`src/rtl/inst_fetch_unit.sv`:
```
// Instruction fetch front end: owns the fetch PC, issues in-order word requests to a
// variable-latency instruction memory and buffers returned words in a small FIFO that
// feeds decode over a valid/ready handshake. A redirect flushes the FIFO and arranges
// for responses still in flight to be discarded.
module inst_fetch_unit #(
  parameter logic [31:0] STARTADDR = 32'd0,
  parameter int unsigned DEPTH     = 2
) (
  input  logic        clk,
  input  logic        reset,
  // instruction memory request/response
  output logic        imem_req,
  output logic [31:0] imem_addr,
  input  logic        imem_ack,
  input  logic        imem_rvalid,
  input  logic [31:0] imem_rdata,
  // decode side
  output logic        inst_valid,
  output logic [31:0] inst,
  output logic [31:0] inst_pc,
  input  logic        inst_ready,
  // control-flow redirect
  input  logic        redirect,
  input  logic [31:0] redirect_pc
);

  // Counters cover 0..DEPTH; pointers index 0..DEPTH-1.
  localparam int unsigned CW = $clog2(DEPTH + 1);
  localparam int unsigned PW = (DEPTH > 1) ? $clog2(DEPTH) : 1;

  localparam logic [CW:0]   DepthW  = (CW + 1)'(DEPTH);
  localparam logic [PW-1:0] LastPtr = PW'(DEPTH - 1);

  logic [31:0]   fetch_pc_q, fetch_pc_d;
  logic [31:0]   resp_pc_q, resp_pc_d;
  logic [CW-1:0] count_q, count_d;
  logic [CW-1:0] inflight_q, inflight_d;
  logic [CW-1:0] drop_cnt_q, drop_cnt_d;
  logic [PW-1:0] head_q, head_d;
  logic [PW-1:0] tail_q, tail_d;

  logic [31:0] data_mem [DEPTH];
  logic [31:0] pc_mem   [DEPTH];

  logic [CW:0]  occupancy;
  logic         fire;
  logic         rsp;
  logic         keep;
  logic         pop;
  logic [31:0]  redirect_aligned;

  assign redirect_aligned = {redirect_pc[31:2], 2'b00};

  // Request credits: buffered plus in-flight words never exceed DEPTH, so a kept
  // response always finds a free FIFO slot.
  assign occupancy = {1'b0, count_q} + {1'b0, inflight_q};
  assign imem_req  = ~reset & ~redirect & (occupancy < DepthW);
  assign imem_addr = fetch_pc_q;

  assign fire = imem_req & imem_ack;
  // A response with nothing outstanding is a memory-side protocol error; ignore it.
  assign rsp  = imem_rvalid & (inflight_q != '0);
  // Responses owed to a discarded stream, or arriving during a redirect, are dropped.
  assign keep = rsp & (drop_cnt_q == '0) & ~redirect;

  assign inst_valid = (count_q != '0);
  assign pop        = inst_valid & inst_ready;

  // Head is masked when empty so stale storage never shows on the outputs.
  assign inst    = inst_valid ? data_mem[head_q] : '0;
  assign inst_pc = inst_valid ? pc_mem[head_q]   : '0;

  // Next-state for PCs, credit counters and FIFO pointers.
  always_comb begin
    fetch_pc_d = fetch_pc_q;
    resp_pc_d  = resp_pc_q;
    count_d    = count_q;
    inflight_d = inflight_q + CW'(fire) - CW'(rsp);
    drop_cnt_d = drop_cnt_q;
    head_d     = head_q;
    tail_d     = tail_q;

    if (redirect) begin
      // Everything still outstanding after this cycle belongs to the old stream.
      fetch_pc_d = redirect_aligned;
      resp_pc_d  = redirect_aligned;
      drop_cnt_d = inflight_q - CW'(rsp);
      count_d    = '0;
      head_d     = '0;
      tail_d     = '0;
    end else begin
      if (fire) begin
        fetch_pc_d = fetch_pc_q + 32'd4;
      end
      if (rsp && (drop_cnt_q != '0)) begin
        drop_cnt_d = drop_cnt_q - CW'(1);
      end
      if (keep) begin
        resp_pc_d = resp_pc_q + 32'd4;
        tail_d    = (tail_q == LastPtr) ? '0 : tail_q + PW'(1);
      end
      if (pop) begin
        head_d = (head_q == LastPtr) ? '0 : head_q + PW'(1);
      end
      count_d = count_q + CW'(keep) - CW'(pop);
    end
  end

  // Control state register with synchronous reset.
  always_ff @(posedge clk) begin
    if (reset) begin
      fetch_pc_q <= STARTADDR;
      resp_pc_q  <= STARTADDR;
      count_q    <= '0;
      inflight_q <= '0;
      drop_cnt_q <= '0;
      head_q     <= '0;
      tail_q     <= '0;
    end else begin
      fetch_pc_q <= fetch_pc_d;
      resp_pc_q  <= resp_pc_d;
      count_q    <= count_d;
      inflight_q <= inflight_d;
      drop_cnt_q <= drop_cnt_d;
      head_q     <= head_d;
      tail_q     <= tail_d;
    end
  end

  // FIFO storage; contents are only visible through the count, so no reset is needed.
  always_ff @(posedge clk) begin
    if (!reset && keep) begin
      data_mem[tail_q] <= imem_rdata;
      pc_mem[tail_q]   <= resp_pc_q;
    end
  end

endmodule
```
`config.mk`:
```
export PLATFORM = sky130hd
export DESIGN_NAME = inst_fetch_unit
export DESIGN_NICKNAME = d
export VERILOG_FILES = /design/src/rtl/inst_fetch_unit.sv
export SDC_FILE = /design/constraint.sdc
export NUM_CORES = 1
export LEC_CHECK = 0
export CAP_MARGIN = 40
export CORE_UTILIZATION = 52
export DETAILED_ROUTE_END_ITERATION = 12
export PLACE_DENSITY_LB_ADDON = 0.2
export SLEW_MARGIN = 20
export SYNTH_ARGS = -nofsm -noshare
export SYNTH_HDL_FRONTEND = slang
export SYNTH_SLANG_ARGS = --single-unit
```
`constraint.sdc`:
```
create_clock -name clk -period 11.2 [get_ports clk]
set_clock_uncertainty 0.2 [all_clocks]
set_input_delay 3.36 -clock clk [delete_from_list [all_inputs] [get_ports clk]]
set_output_delay 3.36 -clock clk [all_outputs]
set_load 0.02 [all_outputs]
```
==> results of run 1 <==
metal layers:
metal  up-vias  part of all wire  global-route usage  routed length, um
li1       2872                 -                   -                  -
met2       238              0.47               0.358               8510
met3        15             0.071              0.0520               1290
met4         0            0.0083              0.0670                150
met1      2821              0.45               0.300               8140
met5         -                 0                   0                  0
through the flow:
| stage | std cells | utilization | setup slack, ns |
|---|---|---|---|
| after global placement | 1068 | 0.647 | 2.31 |
| final | 1102 | 0.688 | 2.30 |
| after CTS | 1101 | 0.686 | 2.30 |
| after floorplan | 722 | - | 2.23 |
| after global routing | 1102 | 0.688 | 2.22 |
| after detailed placement | 1069 | 0.648 | 2.31 |
kinds of logic after synthesis:
family | count (synthesis)
DFF | 193
and+or+nand+nor | 228
AOI/OAI and AO/OA | 96
other | 1
xor gates and xnor gates | 53
muxes | 65
buffers and inverters | 74
adders and majority gates | 9
layout by cell type (no fill, tap or decap), drive strengths merged, types with 6 or more instances in the layout:
cell type,instances
nor2,96
nor3,18
a21boi,27
buf,8
and3,6
clkdlybuf4s50,161
edfxtp,124
nand3,24
a211oi,10
and2,7
xor2,28
inv,40
ha,8
xnor2,25
dfxtp,69
mux2i,62
nand4,25
clkbuf,25
a21oi,28
o21a,8
nand2,33
registers in the layout (all words and copies together) (netlist names), named ones only:
register	count
inflight_q	2
drop_cnt_q	2
pc_mem	60
imem_addr	30
resp_pc_q	30
count_q	2
data_mem	64
head_q	1
tail_q	1
critical path, delay by kind of cell:
kind	cells	cell delay (ns)
buffers and inverters	3	1.31
and+or+nand+nor	2	0.65
cell type report:
type,instances,area (um^2),share of cell area
clock buffer,25,527,0.0482
clock inverter,7,70.1,0.00642
inverter,37,139,0.0127
multi-input combinational,455,3100,0.284
sequential,193,5110,0.468
tap,216,270,0.0247
timing repair buffer,169,1700,0.156
worst paths after layout:
kind | from | endpoint | slack [ns] | cells after the start
worst max-delay path | reset | imem_req | 2.30 | 5
worst min register to register | resp_pc_q[31] | pc_mem[0][31] | 0.30 | 0
worst min-delay path | resp_pc_q[31] | pc_mem[0][31] | 0.30 | 0
worst max register to register | inflight_q[0] | inflight_q[0] | 8.22 | 10
power by group through the flow:
stage	clock network, mW	logic, mW	registers (mW)
2_1_floorplan	0	0.130	0.846
3_3_place_gp	0	0.222	0.842
3_5_place_dp	0	0.228	0.844
4_1_cts	0.608	0.230	0.829
5_1_grt	0.636	0.253	0.834
6_report	0.594	0.231	0.830
==> impl_metrics.yaml, run 1 <==
status:
  status: "completed"
synthesis:
  synth_xor_area_frac: 0.0548
  synth-adder-area-share: 0.0142
  synth.mux.area_fraction: 0.0772
  synth_edf_count: 124
  synthTopCellsByArea: "edfxtp_1 44%, dfxtp_1 16%, mux2i_1 7.3%"
  synth-simple-area-share: 0.138
  synth_cells: 719
  synth-seq-cells: 193
  syn-cell-area_mm2: 0.00848
  synth-async-reset-ratio: 0
  synth_top_family_by_area: "simple AND/OR/NAND/NOR gates"
  yosys.cell_types.count: 51
  synth_top_area_frac: 0.439
  avgSynthCellArea_um2: 11.8
  ys_top_cells_by_count: "124 x edfxtp_1, 96 x nor2_1, 69 x dfxtp_1, 62 x mux2i_1, 37 x inv_1"
  yosys.area.top_type: "edfxtp_1"
  yosysSeqAreaShare: 0.602
  synth.most_common_cell: "edfxtp_1"
  synth_warnings: 0
  ys.flop_type: "edfxtp_1"
  synth-compound-area-share: 0.0781
timing:
  setup-violations-final: 0
  holdWs_ns: 0.303
  min_period_ns: 8.90
  slew_headroom: 0.442
  fmax_mhz: 112
  hold_violations: 0
  fin_tns_setup_ns: 0
  report.final.slew_viol_count: 0
  worstMarginPinSlew_ns: 0.837
  finalCritPeriodShare: 0.794
  rsz0062_at_grt: "no"
placed_design:
  gp_congestion: 0.893
  port_buffers: 161
  hpwlAfterDp_um: 12100
  dpl_cell_area_mm2: 0.0103
power_and_ir_drop:
  power_frac_comb: 0.140
  power_mw: 1.65
  power.leakage_nw: 3.68
  ir_worst_vdd_uv: 124
  p_seq_frac: 0.501
  sw_frac_of_total: 0.243
  p_int_mw: 1.25
  powerDensity_mw_per_mm2: 152
  p_switching_mw: 0.402
  p_clk_frac: 0.359
grt:
  antenna_found_initial: 0
  grt_max_degree: 64
  grt_pass1_wl_um: 28800
  grt_overflow: 0
  grtUsageTotal: 0.222
  grt_pass1_vias: 5826
cts:
  cts_tree: "done"
  ctsHoldBuffers: 0
  insertion_delay_ns: 0.42
  cts_resized: 0
  ctsHtreeMaxLevel: 4
  root_buffer: "clkbuf_16"
  cts_max_path_buffers: 2
  postCtsSetupBuffers: 0
  cts_sinks: 193
  clk_pin_slew_worst_paths_ns: 0.07
  numCtsBuffers: 17
setup_path:
  crit_path_cell_trace: "clkdlybuf4s50_1, buf_4, or2_2, nor3_1, clkdlybuf4s50_1"
  start_kind: "input port"
  cpPeakStageDelay_ns: 0.64
  required_ns: 7.64
  crit_path_max_fanout: 44
  worstSetupEndpointType: "output pin"
  timing.critical_path.mode_cell: "clkdlybuf4s50_1"
  critPathSlowestCell: "clkdlybuf4s50_1"
  worstSetupPathType: "input port to output pin"
  cp.arrival_ns: 5.34
detailed_routing:
  drt-vias-per-instance: 5.40
  drtIter0Drc: 334
  ant_nets: 0
  drc: 0
  vias: 5946
  wire_per_inst_um: 16.4
  drtPass1Iterations: 5
  routed_wl_um: 18100
floorplanning:
  rows: 46
  start_util: 0.534
  die_h_um: 130
  fp.coreArea_mm2: 0.0159
  fp.dieArea_mm2: 0.0168
  pin_count: 168
  die_w_um: 130
finish:
  drive_above_1_share: 0.0621
  diodes: 0
  final_cell_area_mm2: 0.0109
  fill_cells: 1181
  syn_to_final_growth_pct: 28.9
  fin_nets: 952
min_path:
  hold_class: "flip-flop to flip-flop"
flow_run:
  drv_cap: 0
Note: power is estimated with default switching activity, not from simulation.
==> run 2, diff against run 1 <==
- CORE_UTILIZATION: 52 -> 47
- clock period: 11.2 -> 8.1 ns (I/O delays scaled with it)
==> impl_metrics.yaml, run 2 (synthesized netlist as in run 1, its figures left out) <==
finish:
  stdcell_count: 1111
  final_cell_area_mm2: 0.0110
  syn_to_final_growth_pct: 29.5
  drive_above_1_share: 0.0621
  diodes: 0
  layout_commonest_cell: "clkdlybuf4s50_1"
  fill_cells: 1364
  top_regs: "data_mem: 64 flops, pc_mem: 60 flops"
  fin_nets: 952
  largest_register: "data_mem"
  largest_reg_flops: 64
  final_cell_mix: "161 x clkdlybuf4s50_1, 124 x edfxtp_1, 95 x nor2_1"
  final_util: 0.628
floorplanning:
  pin_count: 168
  die_h_um: 136
  fp.dieArea_mm2: 0.0186
  rows: 48
  fp.coreArea_mm2: 0.0175
  die_w_um: 136
  start_util: 0.485
setup_path:
  worstSetupPathType: "input port to output pin"
  required_ns: 5.47
  cp.arrival_ns: 4.07
  worstSetupEndpointType: "output pin"
  crit_path_max_fanout: 9
  start_kind: "input port"
power_and_ir_drop:
  ir_worst_vdd_uv: 148
  powerDensity_mw_per_mm2: 214
  power.leakage_nw: 3.69
cts:
  ctsHoldBuffers: 0
  cts_max_path_buffers: 2
  postCtsSetupBuffers: 0
  root_buffer: "clkbuf_16"
  ctsHtreeMaxLevel: 4
  cts_tree: "done"
  insertion_delay_ns: 0.42
  cts_sinks: 193
  clk_pin_slew_worst_paths_ns: 0.06
  numCtsBuffers: 17
  cts_resized: 0
detailed_routing:
  routed_wl_um: 18800
  drtPass1Iterations: 4
  wire_per_inst_um: 16.9
  ant_nets: 0
  drtIter0Drc: 322
  vias: 6012
  drt-vias-per-instance: 5.41
  drc: 0
placed_design:
  dpl_cell_area_mm2: 0.0103
  gp_congestion: 0.869
  hpwlAfterDp_um: 12600
  port_buffers: 161
  placedCellCount: 1078
timing:
  hold_violations: 0
  fin_tns_setup_ns: 0
  report.final.slew_viol_count: 0
  fmax_mhz: 149
  worstMarginPinSlew_ns: 0.767
  slew_headroom: 0.488
  min_period_ns: 6.70
  holdWs_ns: 0.282
  rsz0062_at_grt: "no"
  setup-violations-final: 0
  finalCritPeriodShare: 0.827
status:
  status: "completed"
grt:
  grtUsageTotal: 0.207
  grt_pass1_vias: 5957
  grt_overflow: 0
  antenna_found_initial: 0
  grt_max_degree: 64
  grt_pass1_wl_um: 29800
min_path:
  hold_class: "flip-flop to flip-flop"
flow_run:
  drv_cap: 0
## run 2: metal layers
metal / share of wire / GRT usage / wire (um)
met4: 0.011 / 0.0747 / 212
met2: 0.47 / 0.327 / 8730
met3: 0.061 / 0.0373 / 1140
met5: 0 / 0 / 0
met1: 0.46 / 0.284 / 8680
## run 2: cell type report
type                    count  area (um^2)  share of cell area
flip-flops and latches    193         5110               0.465
clock inverters             6         90.1             0.00821
well taps                 225          282              0.0256
multi-input cells         455         3100               0.283
inverters                  37          139              0.0126
clock buffers              26          553              0.0504
repair buffers            169         1700               0.155
## run 2: per-stage QoR
step | total power, mW | setup WS [ns]
2_1_floorplan | 1.35 | 0.0600
3_3_place_gp | 1.47 | 1.40
3_5_place_dp | 1.49 | 1.42
4_1_cts | 2.37 | 1.40
5_1_grt | 2.45 | 1.36
6_report | 2.35 | 1.40
## run 2: power by group
group,leakage [nW],internal [mW],switching (mW)
logic,1.68,0.149,0.178
clock network,0.312,0.537,0.344
registers,1.70,1.10,0.0470
total,3.69,1.78,0.569
## run 2: path summary, 6_finish.rpt
kind	start	slack [ns]	endpoint	cells past startpoint
min reg2reg	resp_pc_q[30]	0.28	pc_mem[1][30]	0
max reg2reg	inflight_q[0]	4.97	imem_addr[30]	8
min	resp_pc_q[30]	0.28	pc_mem[1][30]	0
max	reset	1.40	imem_req	4
## run 2: critical path, cell delays in order
cell and delay, ns:
clkdlybuf4s50_1 0.42, or2_2 0.42, nor3_1 0.17, clkdlybuf4s50_1 0.63
